--- config.mk ---
export PLATFORM = sky130hd
export DESIGN_NAME = dm_sbus_bridge
export DESIGN_NICKNAME = d
export VERILOG_FILES = /design/src/rtl/dm_sbus_bridge_pkg.sv /design/src/rtl/dm_sbus_arb.sv /design/src/rtl/dm_sbus_bridge.sv
export SDC_FILE = /design/constraint.sdc
export NUM_CORES = 1
export LEC_CHECK = 0
export BUFFER_PORTS_ARGS = -buffer_cell sky130_fd_sc_hd__buf_2
export CELL_PAD_IN_SITES_DETAIL_PLACEMENT = 0
export CELL_PAD_IN_SITES_GLOBAL_PLACEMENT = 1
export CORE_ASPECT_RATIO = 0.5
export CORE_MARGIN = 4
export CORE_UTILIZATION = 37
export CTS_CLUSTER_DIAMETER = 30
export DETAILED_ROUTE_END_ITERATION = 10
export HOLD_SLACK_MARGIN = 0.03
export PLACE_DENSITY = 0.78
export SYNTH_ARGS = -nofsm -noshare
export SYNTH_HDL_FRONTEND = slang
export SYNTH_HIERARCHICAL = 1
export SYNTH_SLANG_ARGS = --single-unit
--- constraint.sdc ---
create_clock -name clk_i -period 2.3 [get_ports clk_i]
set_input_delay 0.23 -clock clk_i [delete_from_list [all_inputs] [get_ports clk_i]]
set_output_delay 0.23 -clock clk_i [all_outputs]
set_load 0.02 [all_outputs]
--- src/rtl/dm_sbus_bridge_pkg.sv ---
// Shared types for the debug-module slave-bus bridge: FSM states, grant
// encodings, the pending request record and the window-match helper.
package dm_sbus_bridge_pkg;

    typedef enum logic [1:0] {
        StIdle  = 2'd0,
        StIssue = 2'd1,
        StRdata = 2'd2,
        StResp  = 2'd3
    } state_e;

    typedef enum logic {
        GntI = 1'b0,
        GntD = 1'b1
    } gnt_e;

    typedef struct packed {
        logic        we;
        logic [31:0] addr;
        logic [3:0]  be;
        logic [31:0] wdata;
    } req_t;

    // Base is assumed aligned to the window, so only the upper bits matter.
    function automatic logic addr_in_window(input logic [31:0] addr,
                                            input logic [31:0] base,
                                            input int unsigned wbits);
        return (addr >> wbits) == (base >> wbits);
    endfunction

endpackage

--- src/rtl/dm_sbus_arb.sv ---
// Two-request round-robin arbiter. The grant is combinational; last_grant
// only moves when the caller advances with at least one request pending.
module dm_sbus_arb
    import dm_sbus_bridge_pkg::*;
(
    input  logic clk_i,
    input  logic rst_i,
    input  logic fetch_req_i,
    input  logic data_req_i,
    input  logic advance_i,
    output gnt_e gnt_o
);

    gnt_e last_q;
    gnt_e gnt;

    always_comb begin
        gnt = GntI;
        if (fetch_req_i && data_req_i) begin
            gnt = (last_q == GntD) ? GntI : GntD;
        end else if (data_req_i) begin
            gnt = GntD;
        end
    end

    // Resetting to "data" lets fetch win the first tie.
    always_ff @(posedge clk_i) begin
        if (rst_i) begin
            last_q <= GntD;
        end else if (advance_i && (fetch_req_i || data_req_i)) begin
            last_q <= gnt;
        end
    end

    assign gnt_o = gnt;

endmodule

--- src/rtl/dm_sbus_bridge.sv ---
// Bridges the core fetch and data strobe ports onto the single debug-module
// slave bus: pending capture, round-robin grant, window check, read sequencing.
module dm_sbus_bridge
    import dm_sbus_bridge_pkg::*;
#(
    parameter int unsigned BusWidth      = 32,
    parameter logic [31:0] DmBaseAddress = 32'h1000,
    parameter int unsigned WindowBits    = 12
) (
    input  logic                clk_i,
    input  logic                rst_i,

    input  logic                i_strobe_i,
    input  logic [BusWidth-1:0] i_addr_i,
    output logic                i_ready_o,
    output logic [BusWidth-1:0] i_data_o,
    output logic                i_err_o,

    input  logic                d_strobe_i,
    input  logic                d_rw_i,
    input  logic [BusWidth-1:0] d_addr_i,
    input  logic [3:0]          d_be_i,
    input  logic [BusWidth-1:0] d_wdata_i,
    output logic                d_ready_o,
    output logic [BusWidth-1:0] d_data_o,
    output logic                d_err_o,

    output logic                dm_req_o,
    output logic                dm_we_o,
    output logic [BusWidth-1:0] dm_addr_o,
    output logic [3:0]          dm_be_o,
    output logic [BusWidth-1:0] dm_wdata_o,
    input  logic [BusWidth-1:0] dm_rdata_i
);

    logic        i_pend_q;
    logic [31:0] i_addr_q;
    logic        d_pend_q;
    req_t        d_req_q;

    state_e      state_q;
    gnt_e        gnt;
    gnt_e        gnt_q;
    logic        cur_we_q;
    req_t        sel_req;
    logic        sel_in_win;

    logic        dm_req_q;
    logic        dm_we_q;
    logic [31:0] dm_addr_q;
    logic [3:0]  dm_be_q;
    logic [31:0] dm_wdata_q;

    logic        i_ready_q;
    logic [31:0] i_data_q;
    logic        i_err_q;
    logic        d_ready_q;
    logic [31:0] d_data_q;
    logic        d_err_q;

    dm_sbus_arb u_arb (
        .clk_i       (clk_i),
        .rst_i       (rst_i),
        .fetch_req_i (i_pend_q),
        .data_req_i  (d_pend_q),
        .advance_i   (state_q == StIdle),
        .gnt_o       (gnt)
    );

    // Fetches and data reads present as full-word reads with no write data.
    always_comb begin
        sel_req = '0;
        if (gnt == GntD) begin
            sel_req = d_req_q;
            if (!d_req_q.we) begin
                sel_req.be    = 4'hF;
                sel_req.wdata = '0;
            end
        end else begin
            sel_req.addr = i_addr_q;
            sel_req.be   = 4'hF;
        end
        sel_in_win = addr_in_window(sel_req.addr, DmBaseAddress, WindowBits);
    end

    // A strobe landing on an already-pending port is dropped with its fields.
    always_ff @(posedge clk_i) begin
        if (rst_i) begin
            i_pend_q <= 1'b0;
            i_addr_q <= '0;
            d_pend_q <= 1'b0;
            d_req_q  <= '0;
        end else begin
            if (i_strobe_i && !i_pend_q) begin
                i_pend_q <= 1'b1;
                i_addr_q <= i_addr_i;
            end else if (state_q == StResp && gnt_q == GntI) begin
                i_pend_q <= 1'b0;
            end
            if (d_strobe_i && !d_pend_q) begin
                d_pend_q <= 1'b1;
                d_req_q  <= '{we: d_rw_i, addr: d_addr_i, be: d_be_i, wdata: d_wdata_i};
            end else if (state_q == StResp && gnt_q == GntD) begin
                d_pend_q <= 1'b0;
            end
        end
    end

    always_ff @(posedge clk_i) begin
        if (rst_i) begin
            state_q    <= StIdle;
            gnt_q      <= GntI;
            cur_we_q   <= 1'b0;
            dm_req_q   <= 1'b0;
            dm_we_q    <= 1'b0;
            dm_addr_q  <= '0;
            dm_be_q    <= '0;
            dm_wdata_q <= '0;
            i_ready_q  <= 1'b0;
            i_data_q   <= '0;
            i_err_q    <= 1'b0;
            d_ready_q  <= 1'b0;
            d_data_q   <= '0;
            d_err_q    <= 1'b0;
        end else begin
            dm_req_q   <= 1'b0;
            dm_we_q    <= 1'b0;
            dm_addr_q  <= '0;
            dm_be_q    <= '0;
            dm_wdata_q <= '0;
            i_ready_q  <= 1'b0;
            d_ready_q  <= 1'b0;
            unique case (state_q)
                StIdle: begin
                    if (i_pend_q || d_pend_q) begin
                        gnt_q    <= gnt;
                        cur_we_q <= sel_req.we;
                        if (sel_in_win) begin
                            state_q    <= StIssue;
                            dm_req_q   <= 1'b1;
                            dm_we_q    <= sel_req.we;
                            dm_addr_q  <= {sel_req.addr[31:2], 2'b00};
                            dm_be_q    <= sel_req.be;
                            dm_wdata_q <= sel_req.wdata;
                        end else begin
                            state_q <= StResp;
                            if (gnt == GntI) begin
                                i_ready_q <= 1'b1;
                                i_err_q   <= 1'b1;
                                i_data_q  <= '0;
                            end else begin
                                d_ready_q <= 1'b1;
                                d_err_q   <= 1'b1;
                                d_data_q  <= '0;
                            end
                        end
                    end
                end
                StIssue: begin
                    // Writes complete without waiting on read data.
                    if (cur_we_q) begin
                        state_q   <= StResp;
                        d_ready_q <= 1'b1;
                        d_err_q   <= 1'b0;
                    end else begin
                        state_q <= StRdata;
                    end
                end
                StRdata: begin
                    state_q <= StResp;
                    if (gnt_q == GntI) begin
                        i_ready_q <= 1'b1;
                        i_err_q   <= 1'b0;
                        i_data_q  <= dm_rdata_i;
                    end else begin
                        d_ready_q <= 1'b1;
                        d_err_q   <= 1'b0;
                        d_data_q  <= dm_rdata_i;
                    end
                end
                StResp: begin
                    state_q <= StIdle;
                end
                default: begin
                    state_q <= StIdle;
                end
            endcase
        end
    end

    assign i_ready_o  = i_ready_q;
    assign i_data_o   = i_data_q;
    assign i_err_o    = i_err_q;
    assign d_ready_o  = d_ready_q;
    assign d_data_o   = d_data_q;
    assign d_err_o    = d_err_q;
    assign dm_req_o   = dm_req_q;
    assign dm_we_o    = dm_we_q;
    assign dm_addr_o  = dm_addr_q;
    assign dm_be_o    = dm_be_q;
    assign dm_wdata_o = dm_wdata_q;

endmodule

* Word level (Yosys, flattened, before mapping)
Index checks and enable logic that the tools add are counted.
** Cells by class
- Equality and inequality tests :: 11
- Muxes and demuxes :: 47
- Bitwise logic cells :: 6
- Reduce and logical (&&, ||, !) cells :: 21
** Operator list (count)
- $mux W32 :: 8
- $pmux W32 S2 :: 2
- $mux W36 :: 2
- $mux W1 :: 28
- $eq A20 B1 Y1 const B :: 1
- $ne A2 B2 Y1 const B :: 7
- $reduce_and A5 Y1 :: 2
- $pmux W2 S4 :: 1
- $logic_and A1 B1 Y1 :: 6
- $not A1 Y1 :: 6
- $pmux W1 S3 :: 2
- $reduce_and A6 Y1 :: 1
- $reduce_bool A2 Y1 :: 3
- $reduce_or A6 Y1 :: 1
- $eq A2 B2 Y1 const B :: 2
- $mux W2 :: 2
- $pmux W1 S2 :: 2
- $reduce_or A4 Y1 :: 1
- $reduce_bool A3 Y1 :: 1
- $reduce_or A3 Y1 :: 1
- $eq A2 B1 Y1 const B :: 1
- $logic_not A1 Y1 :: 2
- $logic_not A2 Y1 :: 1
- $reduce_and A2 Y1 :: 1
- $logic_or A1 B1 Y1 :: 1
** Word-level totals
- Flip-flop bits (word level) :: 246

* Logic depth before layout (Yosys ltp)
- Depth after elaboration :: 7
- Gate-level depth with buffers :: 9
- Gate-level depth less buffers :: 7

* Modules after synthesis
The synthesis kept the hierarchy.
** By module, submodules not included
- dm_sbus_bridge :: instances 1, cells each 898, area each 8261.7 um^2, seq. area each 4784.6 um^2
- dm_sbus_arb :: instances 1, cells each 5, area each 50.0 um^2, seq. area each 20.0 um^2

* Worst setup path before layout
OpenSTA, ideal clock, no wires.
- Path kind :: reg-to-reg
- Start :: register d_pend_q
- End :: register d_data_q[10], in the netlist d_data_o[10]
- Setup time :: 72 ps
- Arrival :: 1927 ps
- Data required time :: 2228 ps
- Path slack :: 302 ps
- Cell stages (with the launch flop) :: 8
- Buffers on the path :: 1
- Path through :: dfxtp_1 > a21boi_0 > nor2_1 > and4_1 > or2_2 > o211ai_4 > buf_6 > mux2i_1
** On the way
- Longest elaborated chain between the ends :: 6
- Elaborated cells on any way between the ends :: 10
- Those cells by class :: 4 x eq/ne; 3 x mux; 3 x reduce/logical
** Ends and longest elaborated chain
- from (decl) :: RTL line dm_sbus_bridge.sv:38 : logic d_pend_q;
- from (signal assigned) :: RTL line dm_sbus_bridge.sv:91 : d_pend_q <= 1'b0;
- from (signal assigned) :: RTL line dm_sbus_bridge.sv:101 : d_pend_q <= 1'b1;
- from (signal assigned) :: RTL line dm_sbus_bridge.sv:104 : d_pend_q <= 1'b0;
- $mux W1 / $logic_and A1 B1 Y1 (equally long branches) :: RTL line dm_sbus_arb.sv:21, dm_sbus_arb.sv:19
- $mux W1 * :: RTL line dm_sbus_arb.sv:19 : if (fetch_req_i && data_req_i) begin
- net gnt :: RTL line dm_sbus_bridge.sv:42 : gnt_e gnt;
- $mux W36 :: RTL line dm_sbus_bridge.sv:73 : if (gnt == GntD) begin
- $eq A20 B1 Y1 :: RTL line dm_sbus_bridge_pkg.sv:28 : return (addr >> wbits) == (base >> wbits);
- $ne A2 B2 Y1 (no source line)
- $reduce_and A5 Y1 (no source line) *
- to (signal assigned) :: RTL line dm_sbus_bridge.sv:178 : d_data_q <= dm_rdata_i;
- to (decl) :: RTL line dm_sbus_bridge.sv:58 : logic [31:0] d_data_q;
Mark *: on every way through the listed nets, which the timed path passes. The rest lies on a longest branch.
A chain may end at the register's enable or synchronous reset.

* Worst setup path after layout
- Start :: register u_arb.last_q
- End :: register d_data_q[2], in the netlist d_data_o[2]
** On the way
- Longest elaborated chain between the ends :: 6
- Elaborated cells on any way between the ends :: 7
- Those cells by class :: 3 x eq/ne; 3 x mux; 1 x reduce/logical
** Ends and longest elaborated chain
- from (decl) :: RTL line dm_sbus_arb.sv:14 : gnt_e last_q;
- from (signal assigned) :: RTL line dm_sbus_arb.sv:29 : last_q <= GntD;
- from (signal assigned) :: RTL line dm_sbus_arb.sv:31 : last_q <= gnt;
- $mux W1 * :: RTL line dm_sbus_arb.sv:20 : gnt = (last_q == GntD) ? GntI : GntD;
- $mux W1 * :: RTL line dm_sbus_arb.sv:19
- net gnt :: RTL line dm_sbus_bridge.sv:42
- $mux W36 :: RTL line dm_sbus_bridge.sv:73
- $eq A20 B1 Y1 :: RTL line dm_sbus_bridge_pkg.sv:28
- $ne A2 B2 Y1 (no source line)
- $reduce_and A5 Y1 (no source line) *
Marks and branches as above.

==> reports/qor.csv <==
stage,metric,value,unit
status,status,finished clean,
routing,wirelength,23.5,mm
timing,fin_crit_sh,92.1,%
timing,fmax,0.472,GHz
cells_and_area,fin_util,56.6,%
global_routing,grt_pass1_wl,37.4,mm
routing,first_pass_iters,4,
setup_path,reg2reg_depth,7,
timing,setup_viol,0,
die,die_h,114,um
routing,wl_per_cell,14.3,um
setup_path,path_class,reg -> reg,
cells_and_area,drive_gt1_share,26.5,%
power_and_ir_drop,ir_drop,0.515,mV
power_and_ir_drop,p_leak,5.53,nW
setup_path,endpoint_kind,flop,
routing,drc_errors,0,
yosys,post_synth_instance_area,0.00831,sq mm
timing,maxSlewViolCount,0,
routing,num_vias,7466,
setup_path,rrSetupSlack,180,ps
global_routing,antenna_found_initial,1,
clock_tree,htree_levels,1,
power_and_ir_drop,total_power,11.3,mW
yosys,syn_area_per_cell,9.20,sq um
cells_and_area,final_cells,1644,
power_and_ir_drop,power_density,910,mW/mm^2
clock_tree,cts_buffers,31,
yosys,syn_inst,903,
yosys,netlist_top_cells_count,"nand2_1 (298), dfxtp_1 (240), a21oi_1 (103), mux2i_1 (74), clkbuf_1 (44)",
place,placed_cells_incl_taps,1455,
clock_tree,cts.clk_slew.worst_paths,60,ps
routing,drtIter0Drc,348,
timing,min_period,2120,ps
die,core,0.0219,sq mm
clock_tree,clock_latency,540,ps
place,post_dp_cell_area,0.0100,sq mm
place,dp_slack,123,ps
timing,hold_viol,0,
yosys,yosys.area.top_type,dfxtp_1,
setup_path,worstReg2RegStart,u_arb/last_q$_SDFFE_PP1P_,
timing,grt_setup_unrepaired,false,
die,initial_utilization,38.0,%
clock_tree,tritoncts,built,
setup_path,worstSetupStartpointType,flop,
setup_path,slowest_stage,dfxtp_1,
yosys,synth.top_cell.area_share,57.8,%
setup_path,crit_start,u_arb/last_q$_SDFFE_PP1P_,
flow_run,cap_violations,0,
setup_path,crit_end,d_data_o[2]$_SDFFE_PP0P_,
global_routing,grt_use_total,18.1,%
die,ioPinCount,275,
yosys,async_reset_ff_share,0,%
yosys,synthFlopType,dfxtp_1,
setup_path,critPathMaxStageDelay,390,ps
timing,setup-tns-final,0,ps
setup_path,path_cells,"a21boi_4, nor4bb_1, and4_1, or2_2, o211ai_4, buf_4, mux2i_1",
setup_path,path_max_fanout,6,
yosys,yosysMostFrequentCell,nand2_1,
routing,routed_via_density,4.54,
timing,worst_slack,182,ps
routing,ant_nets,0,
clock_tree,clockBufferDepth,3,
clock_tree,root_buffer,clkbuf_16,
yosys,synth_area_leaders,"dfxtp_1 (58%), nand2_1 (13%), mux2i_1 (8.9%), a21oi_1 (6.2%), and2_1 (2.4%)",
global_routing,grt_max_degree,65,
yosys,synth_edf_count,0,
die,die_w,220,um
min_path,min_path_type,in -> reg,
timing,clock_skew,15.0,ps
place,io_buffers,268,
place,dpl.hpwl,15.0,mm
yosys,yosysWarningCount,6,
timing,tightest_slew,671,ps
cells_and_area,area_growth,48.9,%
global_routing,grt_pass1_vias,7733,
cells_and_area,final_area,0.0124,sq mm
setup_path,worst_ep_arrival_time,2570,ps
place,gp_congestion,0.776,
yosys,ys_seq_elements,240,
yosys,synth.distinct_cells,46,
cells_and_area,final_nets,1463,
clock_tree,cts_sinks,240,
die,die-area,0.0251,sq mm
setup_path,crit_required,2750,ps
global_routing,grt_overflow,0,
clock_tree,cts_setup_buffers,0,
setup_path,reg2reg_to,d_data_o[2]$_SDFFE_PP0P_,
timing,worst_hold_slack,110,ps
timing,slew_headroom,55.2,%
die,row_count,38,
yosys,ys_seq_area_share,57.8,%
-- registers in the layout, summed over array words and instances, names as in the netlist --
| signal | flops |
|---|---|
| cur_we_q | 1 |
| d_data_o | 32 |
| d_err_o | 1 |
| d_pend_q | 1 |
| d_ready_o | 1 |
| d_req_q | 67 |
| dm_addr_o | 30 |
| dm_be_o | 4 |
| dm_req_o | 1 |
| dm_wdata_o | 32 |
| dm_we_o | 1 |
| gnt_q | 1 |
| i_addr_q | 30 |
| i_data_o | 32 |
| i_err_o | 1 |
| i_pend_q | 1 |
| i_ready_o | 1 |
| state_q | 2 |
| u_arb/last_q | 1 |
-- layer usage --
layer	share of wire [%]	vias up	global-route usage, %
met5	0	-	0
met4	2.8	0	5.69
met3	4.7	53	3.86
met2	50	163	33.3
met1	43	3480	21.1
li1	-	3770	-
-- cell type report --
cell class	count	area [sq um]
clock buffers	34	787
multi-input cells	617	3290
well taps	300	375
clock inverters	21	216
fillers	1945	9490
flip-flops and latches	240	4800
diodes	1	2.50
inverters	8	30.0
repair buffers	423	2880
-- timing repair --
item	in CTS	in global routing
hold buffers	133	0
resized for setup	0	1
endpoints found under the hold margin	161	0
setup endpoints to repair	0	5
-- kinds of logic after synthesis --
group / after synthesis / share of synthesized area (%)
DFF: 240 / 57.8
adders and majority gates: 5 / 0.753
buffers and inverters: 66 / 3.88
muxes: 74 / 8.91
AOI/OAI and AO/OA: 123 / 8.55
and+or+nand+nor: 394 / 20.1
other: 1 / 0.0451
-- critical path, delay by kind of cell, from the launching register on --
kind / cells / cell delay (ps)
AOI/OAI and AO/OA: 2 / 480
buffers and inverters: 1 / 250
DFF: 1 / 390
muxes: 1 / 210
and+or+nand+nor: 3 / 720
-- worst min path at each step --
| stage | start | endpoint | slack [ps] | depth (start not counted) |
|---|---|---|---|---|
| after floorplan | rst_i | u_arb/last_q$_SDFFE_PP1P_ | 340 | 1 |
| after global placement | d_req_q[17]$_SDFFE_PP0P_ | dm_wdata_o[17]$_SDFF_PP0_ | 430 | 1 |
| after detailed placement | d_req_q[29]$_SDFFE_PP0P_ | dm_wdata_o[29]$_SDFF_PP0_ | 440 | 1 |
| after CTS | rst_i | d_err_o$_SDFFE_PP0P_ | 90 | 4 |
| after global routing | rst_i | d_err_o$_SDFFE_PP0P_ | 120 | 4 |
| final | rst_i | d_err_o$_SDFFE_PP0P_ | 110 | 4 |
-- power by group --
part / switching (mW) / internal [mW] / total [mW]
Combinational: 1.17 / 0.895 / 2.07
Clock: 1.87 / 2.74 / 4.62
Sequential: 0.146 / 4.43 / 4.58
Total: 3.19 / 8.07 / 11.3
-- cells in the final DEF (no fill, tap or decap), types with 4 or more instances in the layout --
master / netlist / layout
ha_1: 5 / 5
nand2_1: 298 / 298
mux2i_1: 74 / 74
buf_4: 2 / 20
nor2_1: 31 / 30
dfxtp_1: 240 / 240
and2_1: 32 / 32
nor4_1: 4 / 4
conb_1: 1 / 21
clkinv_4: 0 / 5
a21oi_1: 103 / 103
clkbuf_16: 0 / 31
clkinv_2: 0 / 5
buf_2: 0 / 267
nand3_1: 5 / 5
inv_1: 8 / 7
dlygate4sd3_1: 0 / 133
Note: power is estimated with default switching activity, not from simulation.
